### config.mk
export PLATFORM = sky130hd
export DESIGN_NAME = projectile_slot_arbiter_flat
export DESIGN_NICKNAME = d
export VERILOG_FILES = /design/src/rtl/projectile_slot_arbiter_if.sv /design/src/rtl/projectile_slot_arbiter.sv /design/src/flat_wrapper.sv
export SDC_FILE = /design/constraint.sdc
export NUM_CORES = 1
export LEC_CHECK = 0
export ABC_AREA = 1
export ABC_CLOCK_PERIOD_IN_PS = 7000
export CAP_MARGIN = 20
export CORE_ASPECT_RATIO = 0.75
export CORE_MARGIN = 2
export CORE_UTILIZATION = 40
export CTS_CLUSTER_SIZE = 25
export DETAILED_ROUTE_END_ITERATION = 6
export PLACE_DENSITY_LB_ADDON = 0.08
export SLEW_MARGIN = 30
export SYNTH_ARGS = -nofsm -noshare
export SYNTH_HDL_FRONTEND = slang
export SYNTH_SLANG_ARGS = --single-unit
### constraint.sdc
create_clock -name Clk -period 7 [get_ports Clk]
set_input_delay 1.05 -clock Clk [delete_from_list [all_inputs] [get_ports Clk]]
set_output_delay 1.05 -clock Clk [all_outputs]
set_load 0.02 [all_outputs]
### src/rtl/projectile_slot_arbiter_if.sv
// Request/grant bundle between the fire requesters, the projectile engines
// and the slot arbiter. The arbiter connects through the slave modport.
interface projectile_slot_arbiter_if #(
    parameter int N_ALIEN = 8,
    parameter int N_SLOTS = 4
);
    localparam int SLOT_W = $clog2(N_SLOTS);

    logic                 player_req;
    logic [N_ALIEN-1:0]   alien_req;
    logic [N_SLOTS-1:0]   slot_release;
    logic                 player_grant;
    logic [N_ALIEN-1:0]   alien_grant;
    logic [SLOT_W-1:0]    alien_slot;
    logic [N_SLOTS-1:0]   slot_busy;

    modport master (
        output player_req, alien_req, slot_release,
        input  player_grant, alien_grant, alien_slot, slot_busy
    );

    modport slave (
        input  player_req, alien_req, slot_release,
        output player_grant, alien_grant, alien_slot, slot_busy
    );
endinterface

### src/rtl/projectile_slot_arbiter.sv
// Shares the projectile slot pool between the player cannon (slot 0) and the
// alien columns (slots 1..N_SLOTS-1). Requests are evaluated once per video
// frame; occupancy is held until the projectile engine releases the slot.
module projectile_slot_arbiter #(
    parameter int N_ALIEN         = 8,
    parameter int N_SLOTS         = 4,
    parameter int PLAYER_COOLDOWN = 4,
    parameter int ALIEN_COOLDOWN  = 16
) (
    input  logic Clk,
    input  logic Reset_n,
    input  logic frame_clk,
    input  logic level_reset,
    input  logic enable,
    projectile_slot_arbiter_if.slave bus
);
    localparam int SLOT_W = $clog2(N_SLOTS);
    localparam int RR_W   = $clog2(N_ALIEN);
    localparam int P_W    = (PLAYER_COOLDOWN > 0) ? $clog2(PLAYER_COOLDOWN + 1) : 1;
    localparam int A_W    = (ALIEN_COOLDOWN > 0) ? $clog2(ALIEN_COOLDOWN + 1) : 1;
    localparam logic [P_W-1:0]  P_LOAD  = P_W'(PLAYER_COOLDOWN);
    localparam logic [A_W-1:0]  A_LOAD  = A_W'(ALIEN_COOLDOWN);
    localparam logic [RR_W-1:0] RR_LAST = RR_W'(N_ALIEN - 1);

    logic                sync1, sync2, sync3;
    logic                tick_en;
    logic [N_SLOTS-1:0]  busy_q, busy_d;
    logic [P_W-1:0]      p_cnt, p_cnt_d;
    logic [A_W-1:0]      a_cnt, a_cnt_d;
    logic [RR_W-1:0]     rr_ptr, rr_d;
    logic                pg_q, pg_d;
    logic [N_ALIEN-1:0]  ag_q, ag_d;
    logic [SLOT_W-1:0]   as_q, as_d;
    logic                free_found;
    logic [SLOT_W-1:0]   free_slot;
    logic                win_found;
    logic [RR_W-1:0]     win_idx;

    assign tick_en          = sync2 & ~sync3 & enable;
    assign bus.player_grant = pg_q;
    assign bus.alien_grant  = ag_q;
    assign bus.alien_slot   = as_q;
    assign bus.slot_busy    = busy_q;

    // Lowest free alien slot, from the registered (pre-release) occupancy.
    always_comb begin
        free_found = 1'b0;
        free_slot  = '0;
        for (int s = N_SLOTS - 1; s >= 1; s--) begin
            if (!busy_q[s]) begin
                free_found = 1'b1;
                free_slot  = SLOT_W'(s);
            end
        end
    end

    // Round-robin winner: first requesting column at or after rr_ptr.
    always_comb begin
        win_found = 1'b0;
        win_idx   = '0;
        for (int k = N_ALIEN - 1; k >= 0; k--) begin
            if (bus.alien_req[(int'(rr_ptr) + k) % N_ALIEN]) begin
                win_found = 1'b1;
                win_idx   = RR_W'((int'(rr_ptr) + k) % N_ALIEN);
            end
        end
    end

    // Per-tick decision: cooldown decrement, grants, occupancy and pointer update.
    always_comb begin
        busy_d  = busy_q & ~bus.slot_release;
        p_cnt_d = p_cnt;
        a_cnt_d = a_cnt;
        rr_d    = rr_ptr;
        pg_d    = 1'b0;
        ag_d    = '0;
        as_d    = '0;
        if (tick_en) begin
            if (p_cnt != '0) p_cnt_d = p_cnt - 1'b1;
            if (a_cnt != '0) a_cnt_d = a_cnt - 1'b1;
            if (bus.player_req && !busy_q[0] && p_cnt == '0) begin
                pg_d      = 1'b1;
                busy_d[0] = 1'b1;
                p_cnt_d   = P_LOAD;
            end
            if (win_found && free_found && a_cnt == '0) begin
                ag_d              = N_ALIEN'(1) << win_idx;
                as_d              = free_slot;
                busy_d[free_slot] = 1'b1;
                a_cnt_d           = A_LOAD;
                rr_d              = (win_idx == RR_LAST) ? '0 : win_idx + 1'b1;
            end
        end
    end

    // Frame sync chain, occupancy, counters and one-cycle grant pulses.
    always_ff @(posedge Clk or negedge Reset_n) begin
        if (!Reset_n) begin
            sync1  <= 1'b0;
            sync2  <= 1'b0;
            sync3  <= 1'b0;
            busy_q <= '0;
            p_cnt  <= '0;
            a_cnt  <= '0;
            rr_ptr <= '0;
            pg_q   <= 1'b0;
            ag_q   <= '0;
            as_q   <= '0;
        end else if (level_reset) begin
            sync1  <= 1'b0;
            sync2  <= 1'b0;
            sync3  <= 1'b0;
            busy_q <= '0;
            p_cnt  <= '0;
            a_cnt  <= '0;
            rr_ptr <= '0;
            pg_q   <= 1'b0;
            ag_q   <= '0;
            as_q   <= '0;
        end else begin
            sync1  <= frame_clk;
            sync2  <= sync1;
            sync3  <= sync2;
            busy_q <= busy_d;
            p_cnt  <= p_cnt_d;
            a_cnt  <= a_cnt_d;
            rr_ptr <= rr_d;
            pg_q   <= pg_d;
            ag_q   <= ag_d;
            as_q   <= as_d;
        end
    end
endmodule

### src/flat_wrapper.sv
// flat-port wrapper written by rule: the top's interface ports become plain ports
module projectile_slot_arbiter_flat 
#(
    parameter int N_ALIEN         = 8,
    parameter int N_SLOTS         = 4,
    parameter int PLAYER_COOLDOWN = 4,
    parameter int ALIEN_COOLDOWN  = 16
)
  (Clk, Reset_n, frame_clk, level_reset, enable, bus_player_req, bus_alien_req, bus_slot_release, bus_player_grant, bus_alien_grant, bus_alien_slot, bus_slot_busy);
  projectile_slot_arbiter_if #(.N_ALIEN(N_ALIEN), .N_SLOTS(N_SLOTS)) bus_i ();
  input  logic Clk;
  input  logic Reset_n;
  input  logic frame_clk;
  input  logic level_reset;
  input  logic enable;
  input wire logic [$bits(bus_i.player_req)-1:0] bus_player_req;
  input wire logic [$bits(bus_i.alien_req)-1:0] bus_alien_req;
  input wire logic [$bits(bus_i.slot_release)-1:0] bus_slot_release;
  output wire logic [$bits(bus_i.player_grant)-1:0] bus_player_grant;
  output wire logic [$bits(bus_i.alien_grant)-1:0] bus_alien_grant;
  output wire logic [$bits(bus_i.alien_slot)-1:0] bus_alien_slot;
  output wire logic [$bits(bus_i.slot_busy)-1:0] bus_slot_busy;
  assign bus_i.player_req = bus_player_req;
  assign bus_i.alien_req = bus_alien_req;
  assign bus_i.slot_release = bus_slot_release;
  assign bus_player_grant = bus_i.player_grant;
  assign bus_alien_grant = bus_i.alien_grant;
  assign bus_alien_slot = bus_i.alien_slot;
  assign bus_slot_busy = bus_i.slot_busy;
  projectile_slot_arbiter #(.N_ALIEN(N_ALIEN), .N_SLOTS(N_SLOTS), .PLAYER_COOLDOWN(PLAYER_COOLDOWN), .ALIEN_COOLDOWN(ALIEN_COOLDOWN)) u_core (.Clk(Clk), .Reset_n(Reset_n), .frame_clk(frame_clk), .level_reset(level_reset), .enable(enable), .bus(bus_i));
endmodule
==> flow_summary.json <==
{
  "cp.arrival_ns": 3.34,
  "rr_endpoint": "u_core.rr_ptr[2]",
  "cts_resized": 0,
  "io_pins": 33,
  "place_area_um2": 2550,
  "start_util_pct": 41.0,
  "regArea_um2": 726,
  "area_growth_pct": 21.2,
  "drive_gt1_share_pct": 20.6,
  "ys_seq_elements": 29,
  "grt_overflow_total": 0,
  "rows": 23,
  "antenna_cells": 0,
  "finClkSkew_ns": 0.00354,
  "maxSlewHeadroom_pct": 67.4,
  "avgViaCountPerCell": 4.64,
  "p_sw_share_pct": 40.3,
  "synth_nets": 317,
  "layout.cells.most_common_list": "74 x nand2_1, 36 x inv_1, 32 x clkdlybuf4s50_1",
  "p_leak_nw": 1.31,
  "grt_max_degree": 30,
  "critical_path_class": "reg -> reg",
  "multi_input_area_um2": 1210,
  "r2r_slack_ns": 3.86,
  "vias": 1857,
  "dpl.hpwl_um": 3680,
  "finish.instance_area_um2": 2630,
  "powerDensity_nw_per_um2": 218,
  "period_needed_ns": 3.14,
  "seqPwrFrac_pct": 34.4,
  "yosysWarnings": 0,
  "tritoncts": "built",
  "dieArea_um2": 6040,
  "numCtsBuffers": 5,
  "ys_seq_area_share_pct": 33.4,
  "wl_um": 4660,
  "portBuffers": 32,
  "avgRoutedWirePerCell_um": 11.6,
  "status": "complete, no violations",
  "ant_nets": 0,
  "grt_use_total_pct": 17.0,
  "hold_violations": 0,
  "internal-power_uw": 343,
  "p_comb_share_pct": 42.8,
  "fin_tns_setup_ns": 0,
  "fmax_mhz": 319,
  "timing.final.max_slew_violations": 0,
  "ff2ff_path_depth": 15,
  "crit_end": "u_core.rr_ptr[2]",
  "p_sw_uw": 231,
  "worst_hold_path_type": "reg -> reg",
  "crit_start": "u_core.rr_ptr[0]",
  "cts_buffer_depth": 2,
  "start_kind": "flip-flop",
  "cts_root_buffer": "clkbuf_8",
  "die_h_um": 67.8,
  "end_kind": "flip-flop",
  "setup_violations": 0,
  "core_um2": 5300,
  "crit_fanout": 13,
  "rsz0062_at_grt": "false",
  "drtIter0Drc": 106,
  "final_common_cell": "nand2_1",
  "syn_avg_cell_area_um2": 7.51,
  "whs_path_depth": 2,
  "holdWs_ns": 0.459,
  "max-vdd-ir-drop_mv": 0.0922,
  "clk_pin_slew_ns": 0.06,
  "synth_cells": 289,
  "globalplace.congestion": 0.799,
  "power.share.clock_pct": 22.8,
  "clock_sinks": 29,
  "fin_nets": 352,
  "post-cts-setup-buffer-count": 0,
  "tightest_slew_ns": 0.488,
  "antenna_found_initial": 0,
  "reg2reg_from": "u_core.rr_ptr[0]",
  "first_pass_iters": 4,
  "fp.dieW_um": 89.0,
  "grt_pass1_wl_um": 7980,
  "fill_cells": 533,
  "cts_hold_buf": 0,
  "cp.required_ns": 7.20,
  "period_share_pct": 44.8,
  "htree_levels": 2,
  "ys_types": 32,
  "drv_cap": 0,
  "clk_latency_ns": 0.27,
  "syn_area_um2": 2170,
  "grt_pass1_vias": 1723,
  "drc": 0
}
## final cells by class
cell class	instances	area share, %
inverters	48	7.04
clock inverters	2	0.381
flip-flops and latches	29	27.6
well taps	75	3.57
multi-input cells	207	46.2
repair buffers	33	12.5
clock buffers	6	2.76
## worst min-delay path by stage
| stage | from | end | slack, ns |
|---|---|---|---|
| after floorplan | u_core.sync1 | u_core.sync2 | 0.43 |
| after global placement | u_core.sync1 | u_core.sync2 | 0.44 |
| after detailed placement | u_core.sync1 | u_core.sync2 | 0.46 |
| after CTS | u_core.sync1 | u_core.sync2 | 0.47 |
| after global routing | u_core.sync1 | u_core.sync2 | 0.50 |
| final | u_core.sync1 | u_core.sync2 | 0.46 |
## layer usage
metal / wire [µm] / global-route usage, % / vias to the layer above
met5: 0 / 0 / -
met3: 153 / 4.28 / 5
li1: - / - / 979
met2: 1880 / 23.7 / 33
met4: 29 / 3.36 / 0
met1: 2600 / 26.4 / 840
## power groups by stage
| stage | Combinational [mW] | Clock, mW | Sequential, mW |
|---|---|---|---|
| finish | 0.246 | 0.131 | 0.197 |
| global route | 0.278 | 0.144 | 0.199 |
| CTS | 0.248 | 0.137 | 0.197 |
| detailed placement | 0.246 | 0 | 0.200 |
| global placement | 0.245 | 0 | 0.200 |
| floorplan | 0.198 | 0 | 0.196 |
## flip-flops by register name, indices dropped and copies added (netlist names)
signal                   cells
u_core.bus.alien_slot        2
u_core.bus.slot_busy         4
u_core.sync2                 1
u_core.sync1                 1
u_core.a_cnt                 5
u_core.rr_ptr                3
u_core.bus.player_grant      1
u_core.sync3                 1
u_core.bus.alien_grant       8
u_core.p_cnt                 3
## kinds of logic after synthesis
group | count (synthesis) | share of synthesized area [%]
buffers and inverters | 53 | 10.6
AO/OA/AOI/OAI | 26 | 7.04
adder cells (fa/ha/maj) | 10 | 5.77
flip-flops | 29 | 33.4
XOR/XNOR | 4 | 2.48
AND/OR/NAND/NOR | 167 | 40.7
## through the flow
| stage | total power [mW] | setup slack [ns] | instances | utilization, % |
|---|---|---|---|---|
| finish | 0.574 | 3.86 | 400 | 49.7 |
| global route | 0.621 | 3.56 | 400 | 49.7 |
| global placement | 0.446 | 3.76 | 392 | 48.1 |
| CTS | 0.582 | 3.90 | 400 | 49.7 |
| detailed placement | 0.446 | 3.71 | 392 | 48.1 |
| floorplan | 0.394 | 4.44 | 289 | - |
## synthesized netlist by cell type
cell type / instances / area, µm²
nand2_1: 74 / 278
inv_1: 36 / 135
dfrtp_1: 29 / 726
nand3_1: 25 / 125
nor2_1: 22 / 82.6
nand2_2: 18 / 113
nand3_2: 18 / 180
inv_2: 11 / 41.3
ha_1: 10 / 125
a21oi_1: 7 / 35.0
o21ai_0: 7 / 35.0
o22ai_1: 4 / 25.0
buf_6: 3 / 33.8
buf_2: 2 / 10.0
nor2_2: 2 / 12.5
nor3_1: 2 / 10.0
o21ai_1: 2 / 10.0
o21ai_2: 2 / 17.5
xor2_1: 2 / 17.5
a21oi_2: 1 / 8.76
a31oi_1: 1 / 6.26
inv_6: 1 / 8.76
nand2_4: 1 / 11.3
nand3_4: 1 / 17.5
nor2_4: 1 / 11.3
nor2_8: 1 / 20.0
nor3_4: 1 / 16.3
nor4_1: 1 / 6.26
o211ai_1: 1 / 7.51
o31ai_1: 1 / 7.51
xnor2_1: 1 / 8.76
xnor2_4: 1 / 27.5
## worst max-delay path: stages, from the launching register on
cell	delay, ns
dfrtp_1	0.65
inv_2	0.18
ha_1	0.54
inv_2	0.14
nand3_1	0.18
nand3_1	0.13
nand2_2	0.12
nand3_1	0.08
nand3_1	0.09
nand2_1	0.06
nand2_1	0.06
nand2_1	0.06
a21oi_1	0.19
ha_1	0.21
ha_1	0.24
o21ai_2	0.14
No activity file was read; power rests on OpenSTA's default activity.
